`src/rtl/conv_accum_writer_pkg.sv`:
```
// Shared constants, FSM encoding and write payload type for the conv accumulator writer.
package conv_accum_writer_pkg;

  localparam int unsigned N_TAPS = 9;
  localparam int unsigned WORD_W = 16;
  localparam int unsigned ADDR_W = 12;
  localparam int unsigned CNT_W  = 4;
  localparam int unsigned PTR_W  = 4;
  localparam int unsigned THRESH = N_TAPS / 2;

  typedef enum logic [1:0] {
    ST_IDLE  = 2'd0,
    ST_RUN   = 2'd1,
    ST_FLUSH = 2'd2,
    ST_DONE  = 2'd3
  } state_e;

  typedef struct packed {
    logic [ADDR_W-1:0] addr;
    logic [WORD_W-1:0] data;
  } sram_wr_t;

endpackage

```
`src/rtl/conv_accum_writer_if.sv`:
```
// Pixel-flag input, SRAM write and status signals of the conv accumulator writer.
interface conv_accum_writer_if;
  import conv_accum_writer_pkg::*;

  logic              start;
  logic [ADDR_W-1:0] base_addr;
  logic [N_TAPS-1:0] neg_flags;
  logic              flags_valid;
  logic              flags_last;
  logic              sram_write_enable;
  logic [ADDR_W-1:0] sram_write_address;
  logic [WORD_W-1:0] sram_write_data;
  logic              busy;
  logic              done;

  modport slave (
    input  start, base_addr, neg_flags, flags_valid, flags_last,
    output sram_write_enable, sram_write_address, sram_write_data, busy, done
  );

  modport master (
    output start, base_addr, neg_flags, flags_valid, flags_last,
    input  sram_write_enable, sram_write_address, sram_write_data, busy, done
  );

endinterface

```
`src/rtl/conv_accum_writer_popcount9.sv`:
```
// Combinational population count of the nine conv-cell negative flags.
module popcount9
  import conv_accum_writer_pkg::*;
(
  input  logic [N_TAPS-1:0] bits_i,
  output logic [CNT_W-1:0]  count_c
);

  always_comb begin
    count_c = '0;
    for (int unsigned i = 0; i < N_TAPS; i++) begin
      count_c = count_c + CNT_W'(bits_i[i]);
    end
  end

endmodule

```
`src/rtl/conv_accum_writer.sv`:
```
// Thresholds binary 3x3 dot products to one bit per pixel, packs 16 bits per word
// and writes the words to the output SRAM at incrementing addresses.
module conv_accum_writer
  import conv_accum_writer_pkg::*;
(
  input  logic                clock,
  input  logic                reset,
  conv_accum_writer_if.slave  bus
);

  state_e            state_q, state_d;
  logic [CNT_W-1:0]  neg_cnt_q, neg_cnt_d;
  logic              v1_q, v1_d;
  logic              l1_q, l1_d;
  logic [PTR_W-1:0]  bit_ptr_q, bit_ptr_d;
  logic [WORD_W-1:0] pack_q, pack_d;
  logic [ADDR_W-1:0] word_addr_q, word_addr_d;
  sram_wr_t          wr_q, wr_d;
  logic              we_q, we_d;
  logic              wr_last_q, wr_last_d;
  logic              busy_q, busy_d;
  logic              done_q, done_d;

  logic [CNT_W-1:0]  cnt_c;
  logic              accept_c;
  logic              bit_c;
  logic [WORD_W-1:0] pack_ins_c;

  popcount9 u_popcount (
    .bits_i  (bus.neg_flags),
    .count_c (cnt_c)
  );

  always_ff @(posedge clock) begin
    if (!reset) begin
      state_q     <= ST_IDLE;
      neg_cnt_q   <= '0;
      v1_q        <= 1'b0;
      l1_q        <= 1'b0;
      bit_ptr_q   <= '0;
      pack_q      <= '0;
      word_addr_q <= '0;
      wr_q        <= '0;
      we_q        <= 1'b0;
      wr_last_q   <= 1'b0;
      busy_q      <= 1'b0;
      done_q      <= 1'b0;
    end else begin
      state_q     <= state_d;
      neg_cnt_q   <= neg_cnt_d;
      v1_q        <= v1_d;
      l1_q        <= l1_d;
      bit_ptr_q   <= bit_ptr_d;
      pack_q      <= pack_d;
      word_addr_q <= word_addr_d;
      wr_q        <= wr_d;
      we_q        <= we_d;
      wr_last_q   <= wr_last_d;
      busy_q      <= busy_d;
      done_q      <= done_d;
    end
  end

  always_comb begin
    state_d     = state_q;
    bit_ptr_d   = bit_ptr_q;
    pack_d      = pack_q;
    word_addr_d = word_addr_q;
    wr_d        = wr_q;
    we_d        = 1'b0;
    wr_last_d   = 1'b0;
    done_d      = 1'b0;

    // Pixels enter the pipeline only while the frame is open.
    accept_c  = (state_q == ST_RUN) && bus.flags_valid;
    neg_cnt_d = cnt_c;
    v1_d      = accept_c;
    l1_d      = accept_c && bus.flags_last;

    case (state_q)
      ST_IDLE: begin
        if (bus.start) begin
          word_addr_d = bus.base_addr;
          bit_ptr_d   = '0;
          pack_d      = '0;
          state_d     = ST_RUN;
        end
      end
      ST_RUN: begin
        if (accept_c && bus.flags_last) state_d = ST_FLUSH;
      end
      ST_FLUSH: begin
        if (we_q && wr_last_q) begin
          state_d = ST_DONE;
          done_d  = 1'b1;
        end
      end
      ST_DONE: state_d = ST_IDLE;
      default: state_d = ST_IDLE;
    endcase

    // Odd dot product 9 - 2*cnt is positive exactly when cnt <= THRESH.
    bit_c                 = (neg_cnt_q <= CNT_W'(THRESH));
    pack_ins_c            = pack_q;
    pack_ins_c[bit_ptr_q] = bit_c;

    if (v1_q) begin
      if ((bit_ptr_q == PTR_W'(WORD_W - 1)) || l1_q) begin
        wr_d.addr   = word_addr_q;
        wr_d.data   = pack_ins_c;
        we_d        = 1'b1;
        wr_last_d   = l1_q;
        pack_d      = '0;
        bit_ptr_d   = '0;
        word_addr_d = word_addr_q + ADDR_W'(1);
      end else begin
        pack_d    = pack_ins_c;
        bit_ptr_d = bit_ptr_q + PTR_W'(1);
      end
    end

    busy_d = (state_d != ST_IDLE);
  end

  assign bus.sram_write_enable  = we_q;
  assign bus.sram_write_address = wr_q.addr;
  assign bus.sram_write_data    = wr_q.data;
  assign bus.busy               = busy_q;
  assign bus.done               = done_q;

endmodule

```
`src/flat_wrapper.sv`:
```
// flat-port wrapper written by rule: the top's interface ports become plain ports
module conv_accum_writer_flat import conv_accum_writer_pkg::*;
  (clock, reset, bus_start, bus_base_addr, bus_neg_flags, bus_flags_valid, bus_flags_last, bus_sram_write_enable, bus_sram_write_address, bus_sram_write_data, bus_busy, bus_done);
  conv_accum_writer_if bus_i ();
  input  logic clock;
  input  logic reset;
  input wire logic [$bits(bus_i.start)-1:0] bus_start;
  input wire logic [$bits(bus_i.base_addr)-1:0] bus_base_addr;
  input wire logic [$bits(bus_i.neg_flags)-1:0] bus_neg_flags;
  input wire logic [$bits(bus_i.flags_valid)-1:0] bus_flags_valid;
  input wire logic [$bits(bus_i.flags_last)-1:0] bus_flags_last;
  output wire logic [$bits(bus_i.sram_write_enable)-1:0] bus_sram_write_enable;
  output wire logic [$bits(bus_i.sram_write_address)-1:0] bus_sram_write_address;
  output wire logic [$bits(bus_i.sram_write_data)-1:0] bus_sram_write_data;
  output wire logic [$bits(bus_i.busy)-1:0] bus_busy;
  output wire logic [$bits(bus_i.done)-1:0] bus_done;
  assign bus_i.start = bus_start;
  assign bus_i.base_addr = bus_base_addr;
  assign bus_i.neg_flags = bus_neg_flags;
  assign bus_i.flags_valid = bus_flags_valid;
  assign bus_i.flags_last = bus_flags_last;
  assign bus_sram_write_enable = bus_i.sram_write_enable;
  assign bus_sram_write_address = bus_i.sram_write_address;
  assign bus_sram_write_data = bus_i.sram_write_data;
  assign bus_busy = bus_i.busy;
  assign bus_done = bus_i.done;
  conv_accum_writer u_core (.clock(clock), .reset(reset), .bus(bus_i));
endmodule
```
`config.mk`:
```
export PLATFORM = sky130hd
export DESIGN_NAME = conv_accum_writer_flat
export DESIGN_NICKNAME = d
export VERILOG_FILES = /design/src/rtl/conv_accum_writer_pkg.sv /design/src/rtl/conv_accum_writer_if.sv /design/src/rtl/conv_accum_writer_popcount9.sv /design/src/rtl/conv_accum_writer.sv /design/src/flat_wrapper.sv
export SDC_FILE = /design/constraint.sdc
export NUM_CORES = 1
export LEC_CHECK = 0
export ABC_AREA = 1
export ABC_CLOCK_PERIOD_IN_PS = 8800
export BUFFER_PORTS_ARGS = -buffer_cell sky130_fd_sc_hd__buf_2
export CORE_ASPECT_RATIO = 0.75
export CORE_MARGIN = 4
export CORE_UTILIZATION = 35
export CTS_BUF_LIST = sky130_fd_sc_hd__clkbuf_2 sky130_fd_sc_hd__clkbuf_4 sky130_fd_sc_hd__clkbuf_8
export CTS_CLUSTER_DIAMETER = 30
export DETAILED_ROUTE_END_ITERATION = 16
export PLACE_DENSITY = 0.57
export SYNTH_ARGS = -nofsm -noshare
export SYNTH_HDL_FRONTEND = slang
export SYNTH_HIERARCHICAL = 1
export SYNTH_SLANG_ARGS = --single-unit
```
`constraint.sdc`:
```
create_clock -name clock -period 8.8 [get_ports clock]
set_clock_uncertainty 0.2 [all_clocks]
set_input_delay 0.44 -clock clock [delete_from_list [all_inputs] [get_ports clock]]
set_output_delay 0.44 -clock clock [all_outputs]
set_load 0.03 [all_outputs]
```
After elaboration in Yosys (flattened, before gate mapping)
Cells that the tools add are included.
W data, S select, Z words.
{"block": "op_classes", "magnitude_cmp": 3, "bitwise_logic": 0, "multipliers": 0, "muxes": 21, "n_shift": 0, "reduce_logical": 14, "add_sub_neg": 10, "n_eq_ne": 4, "div": 0}
{"op": "$mux W16", "count": 4}
{"op": "$mux W12", "count": 4}
{"op": "$add A4 B1 Y4", "count": 5}
{"op": "$bwmux W16", "count": 1}
{"op": "$mux W4", "count": 4}
{"op": "$add A12 B1 Y12 const B", "count": 1}
{"op": "$pmux W2 S4", "count": 1}
{"op": "$reduce_and A2 Y1", "count": 4}
{"op": "$mux W2", "count": 3}
{"op": "$reduce_bool A2 Y1", "count": 3}
{"op": "$lt A4 B5 Y1 const B", "count": 1}
{"op": "$add A3 B1 Y4", "count": 1}
{"op": "$add A4 B1 Y4 const B", "count": 1}
{"op": "$demux W1 S4", "count": 1}
{"op": "$eq A2 B2 Y1 const B", "count": 2}
{"op": "$eq A4 B4 Y1 const B", "count": 1}
{"op": "$ge A4 B1 Y1 const B", "count": 1}
{"op": "$le A4 B3 Y1 const B", "count": 1}
{"op": "$logic_and A1 B1 Y1", "count": 4}
{"op": "$add A2 B1 Y3", "count": 1}
{"op": "$mux W1", "count": 3}
{"op": "$reduce_and A3 Y1", "count": 1}
{"op": "$add A1 B1 Y2", "count": 1}
{"op": "$eq A2 B1 Y1 const B", "count": 1}
{"op": "other kinds (2)", "count": 2}
{"block": "totals", "rom_bits": 0, "inputBits": 26, "wordCells": 65, "out_inout_bits": 31, "ff_bits": 72, "latchBits": 0, "n_memories": 0, "ram_bits": 0}

Depth between registers and ports, before layout
{"block": "depth", "depth_word": 8, "ltp_mapped": 12, "depth_no_buf": 12}

Modules after synthesis
Netlist, hierarchy kept.
{"module": "conv_accum_writer", "seq_area_each_um2": 1441.4, "area_per_inst_um2": 3206.8, "instances": 1, "cells_per_inst": 446}
{"module": "popcount9", "seq_area_each_um2": 0.0, "area_per_inst_um2": 216.5, "instances": 1, "cells_per_inst": 31}

Worst setup path before layout
Ideal clock, no wire load.
{"block": "synth_timing", "path_kind": "input-to-reg", "from": "input bus_neg_flags[0]", "to": "register u_core.neg_cnt_q[1]", "setup_slack_ns": 5.616, "arrival_time_ns": 2.875, "required_time_ns": 8.491, "cell_stages": 9, "setup_ns": 0.109, "n_path_buf": 0, "path_cell_list": "inv_1 fa_1 fa_1 fa_1 fa_1 fa_1 inv_1 nand2_1 inv_1"}
{"block": "synth_between", "elab_chain_cells": 8}
{"element": "from (decl)", "line_no": "flat_wrapper.sv:9", "text": "input wire logic [$bits(bus_i.neg_flags)-1:0] bus_neg_flags;"}
{"element": "$add A1 B1 Y2", "line_no": "conv_accum_writer_popcount9.sv:12", "text": "count_c = count_c + CNT_W'(bits_i[i]);"}
{"element": "$add A2 B1 Y3", "line_no": "conv_accum_writer_popcount9.sv:12"}
{"element": "$add A3 B1 Y4", "line_no": "conv_accum_writer_popcount9.sv:12"}
{"element": "$add A4 B1 Y4 (5 in a row)", "line_no": "conv_accum_writer_popcount9.sv:12"}
{"element": "via u_core.cnt_c[1]", "line_no": "conv_accum_writer.sv:24", "text": "logic [CNT_W-1:0] cnt_c;"}
{"element": "to (signal assigned)", "line_no": "conv_accum_writer.sv:50", "text": "neg_cnt_q <= neg_cnt_d;"}
{"element": "to (decl)", "line_no": "conv_accum_writer.sv:12", "text": "logic [CNT_W-1:0] neg_cnt_q, neg_cnt_d;"}
The timed path passes the listed nets, and every way through them passes these cells.
A chain may end at the register's enable or synchronous reset.

Worst setup path after layout
{"block": "layout_timing", "from": "input bus_neg_flags[0]", "to": "register u_core.neg_cnt_q[2]"}
Same word-level chain as after synthesis.

==> metrics <==
Iter 0 DRT Violations=171; Yosys cell types=31; clock-pin slew on the worst setup and hold paths=around 70 ps; Worst EP required=8890 ps; Max-slew headroom=0.566; slowest CP cell=fa_1; power share of the combinational group=0.102; FMAX=334 MHz; Hold WS=157 ps; Final GP Congestion=0.800; sequential power share=0.447; layout cells sized above 1=0.173; Via density=between 4 and 5; CTS Sinks=72; Synth warnings=6; Sw Pwr=roughly 0.18 mW; most common library cells after synthesis=175 x nand2_1, 72 x dfxtp_1, 52 x inv_1; Critical Path Source Type=input pin; # Max-Cap Violations=0; nets=566; crit path max fanout=2; CTS tree=built; Setup TNS Final=0 ps; diode count=0; P&R area growth vs syn=17.2%; vias in the first global route=between 2000 and 3000; WL/cell=11.8 um; CP endpoint=u_core/neg_cnt_q[2]$_SDFF_PN0_; largest net degree at the start of global routing=28; Leakage Power=1.90 nW; pwr/cell area=roughly 190 nW/um2; die area=11400 um2; post-synthesis instance total=477; max incr delay on CP=550 ps; FF+latch count, synth=72; final wirelength=7820 um; final core utilization=0.433; area share of and/or/nand/nor cells after synthesis=0.313; maximum VDD drop=between 0.07 and 0.08 mV; power share of the clock group=0.452; initial core utilization=0.369; Syn Area/Cell=~7.2 um2; sequential area share after synthesis=0.421; largest family of logic cells by synthesized area=simple AND/OR/NAND/NOR gates; ys flop type=dfxtp_1; htree depth=3; biggest area consumer among synthesized cells=dfxtp_1; setup bufs post-CTS=0; ranking of synthesized cells by area=dfxtp_1 42%, nand2_1 19%, inv_1 5.7%; critical path arrival=approximately 3000 ps; CP Class=input pin to register; post_cts resized=0; Antenna Nets Post-Route=0; Worst Hold Depth=3; mux contribution to synthesized area=0; initial antenna violation count=0; CTS buffer count=9; Post-synth EDFFs=0; Worst-Skew Late Latency=340 ps; mapped cell area=3420 um2; Max Root-Sink Buffers=2; total power=approximately 0.77 mW; sum of buffers and inverters on the critical path=4; Worst Hold Class=input pin to register; worst path cell trace=buf_2, inv_1, fa_1, fa_1, fa_1, fa_1, fa_1, inv_1, nand2_1, nand2_1, nand2_1, inv_1; Die Ht=~94 um; Cell Rows=30; unrepaired setup endpoints after global routing=false; root buf cell=clkbuf_8; most frequent cell after synthesis=nand2_1; Place WS=5440 ps; switching part of the total=0.234; most used cell, CP=fa_1; Largest delay share family, worst path=adder cells; period utilisation layout=0.340; Core Area=9270 um2; first-pass GRT wire length=13300 um; Buffers on Ports=56; Slew Limit Fails=0; Power Internal=0.586 mW; Die Wd=about 120 um; status=finished clean; final setup fails=0; worst setup margin=5810 ps; Synth Area in XOR/XNOR=0.0128; Post-Synth Adder-Cell Area=0.0548; total grt overflow=0; hold-fix buffer count after cts=0; Total GRT Usage=0.147; R2R Setup Slk=6570 ps; worst r2r path cells=7; final hold vios=0; Crit path depth=12; asr flop ratio synth=0; via count=around 3000; DRC Markers=0; post-synth top area share=0.421; post-synthesis compound-gate area fraction=0.103; min cycle time layout=approximately 3000 ps; Ports=57; Synthesized Nets=515; r2r startpoint=u_core/bit_ptr_q[0]$_SDFFE_PN0P_; actual slew at the worst max-slew pin=650 ps; worst setup path startpoint=bus_neg_flags[0]; drt pass-1 iters=4; post-DP HPWL=roughly 5500 um; nature of the critical path endpoint=register; Worst R2R End=u_core/word_addr_q[6]$_SDFF_PN0_
[layout by cell type, fill, tap and decap left out, drive strengths merged, types with 2 or more instances in the layout]
cell    instances
a21oi          30
a31oi           2
buf            56
bufinv          4
clkbuf         10
clkinv          2
dfxtp          72
fa              5
ha              7
inv            55
nand2         179
nand3          33
nand4           2
nor2           31
o21ai          31
or2             5
xor2            4
[cell families (layout without fill, tap and decap cells)]
kind of cell | after synthesis | in the layout
buffers and inverters | 71 | 127
xor gates and xnor gates | 5 | 5
AOI/OAI and AO/OA | 66 | 66
and+or+nand+nor | 251 | 251
DFF | 72 | 72
adders and majority gates | 12 | 12
[area by class of cell]
class,count,area [um2]
sequential,72,1440
fill,957,5260
multi-input combinational,334,1660
clock buffer,10,138
clock inverter,6,130
tap,128,160
inverter,55,206
timing repair buffer,56,280
[tightest hold or removal path, stage by stage]
cell	delay [ps]
buf_2	90
o211ai_1	90
nand2_1	60
[power by group through the flow]
stage                     Sequential [mW]  Clock, mW  Combinational [mW]
after floorplan                     0.349          0              0.0577
after global placement              0.349          0              0.0763
after detailed placement            0.349          0              0.0785
after CTS                           0.342      0.355              0.0790
after global routing                0.343      0.370              0.0925
final                               0.342      0.346              0.0778
[flip-flops by register name, indices dropped and copies added (netlist names)]
name and cells:
u_core/bus.sram_write_address 12, u_core/state_q 2, u_core/v1_q 1, u_core/pack_q 16, u_core/word_addr_q 12, u_core/bus.sram_write_enable 1, u_core/bit_ptr_q 4, u_core/l1_q 1
u_core/bus.done 1, u_core/bus.busy 1, u_core/bus.sram_write_data 16, u_core/neg_cnt_q 4, u_core/wr_last_q 1
[layer usage]
| layer | part of all wire | vias to the layer above | track usage |
|---|---|---|---|
| met1 | 0.54 | 1319 | 0.216 |
| met5 | 0 | - | 0 |
| met4 | 0.0097 | 0 | 0.0475 |
| met3 | 0.062 | 7 | 0.0421 |
| met2 | 0.39 | 70 | 0.204 |
| li1 | - | 1590 | - |
[metrics by stage]
stage,cell area (um2),std cells
CTS,4010,661
global placement,3740,645
global route,4010,661
finish,4010,661
detailed placement,3740,645
floorplan,3420,477
[worst min path at each step]
stage | start | end | slack (ps)
after CTS | bus_base_addr[11] | u_core/word_addr_q[11]$_SDFF_PN0_ | 140
final | bus_base_addr[11] | u_core/word_addr_q[11]$_SDFF_PN0_ | 160
after global routing | bus_flags_valid | u_core/v1_q$_SDFF_PN0_ | 160
after floorplan | u_core/pack_q[15]$_SDFFE_PN0P_ | u_core/pack_q[15]$_SDFFE_PN0P_ | 210
after global placement | u_core/pack_q[15]$_SDFFE_PN0P_ | u_core/pack_q[15]$_SDFFE_PN0P_ | 220
after detailed placement | u_core/pack_q[15]$_SDFFE_PN0P_ | u_core/pack_q[15]$_SDFFE_PN0P_ | 220
No activity file was read; power rests on OpenSTA's default activity.
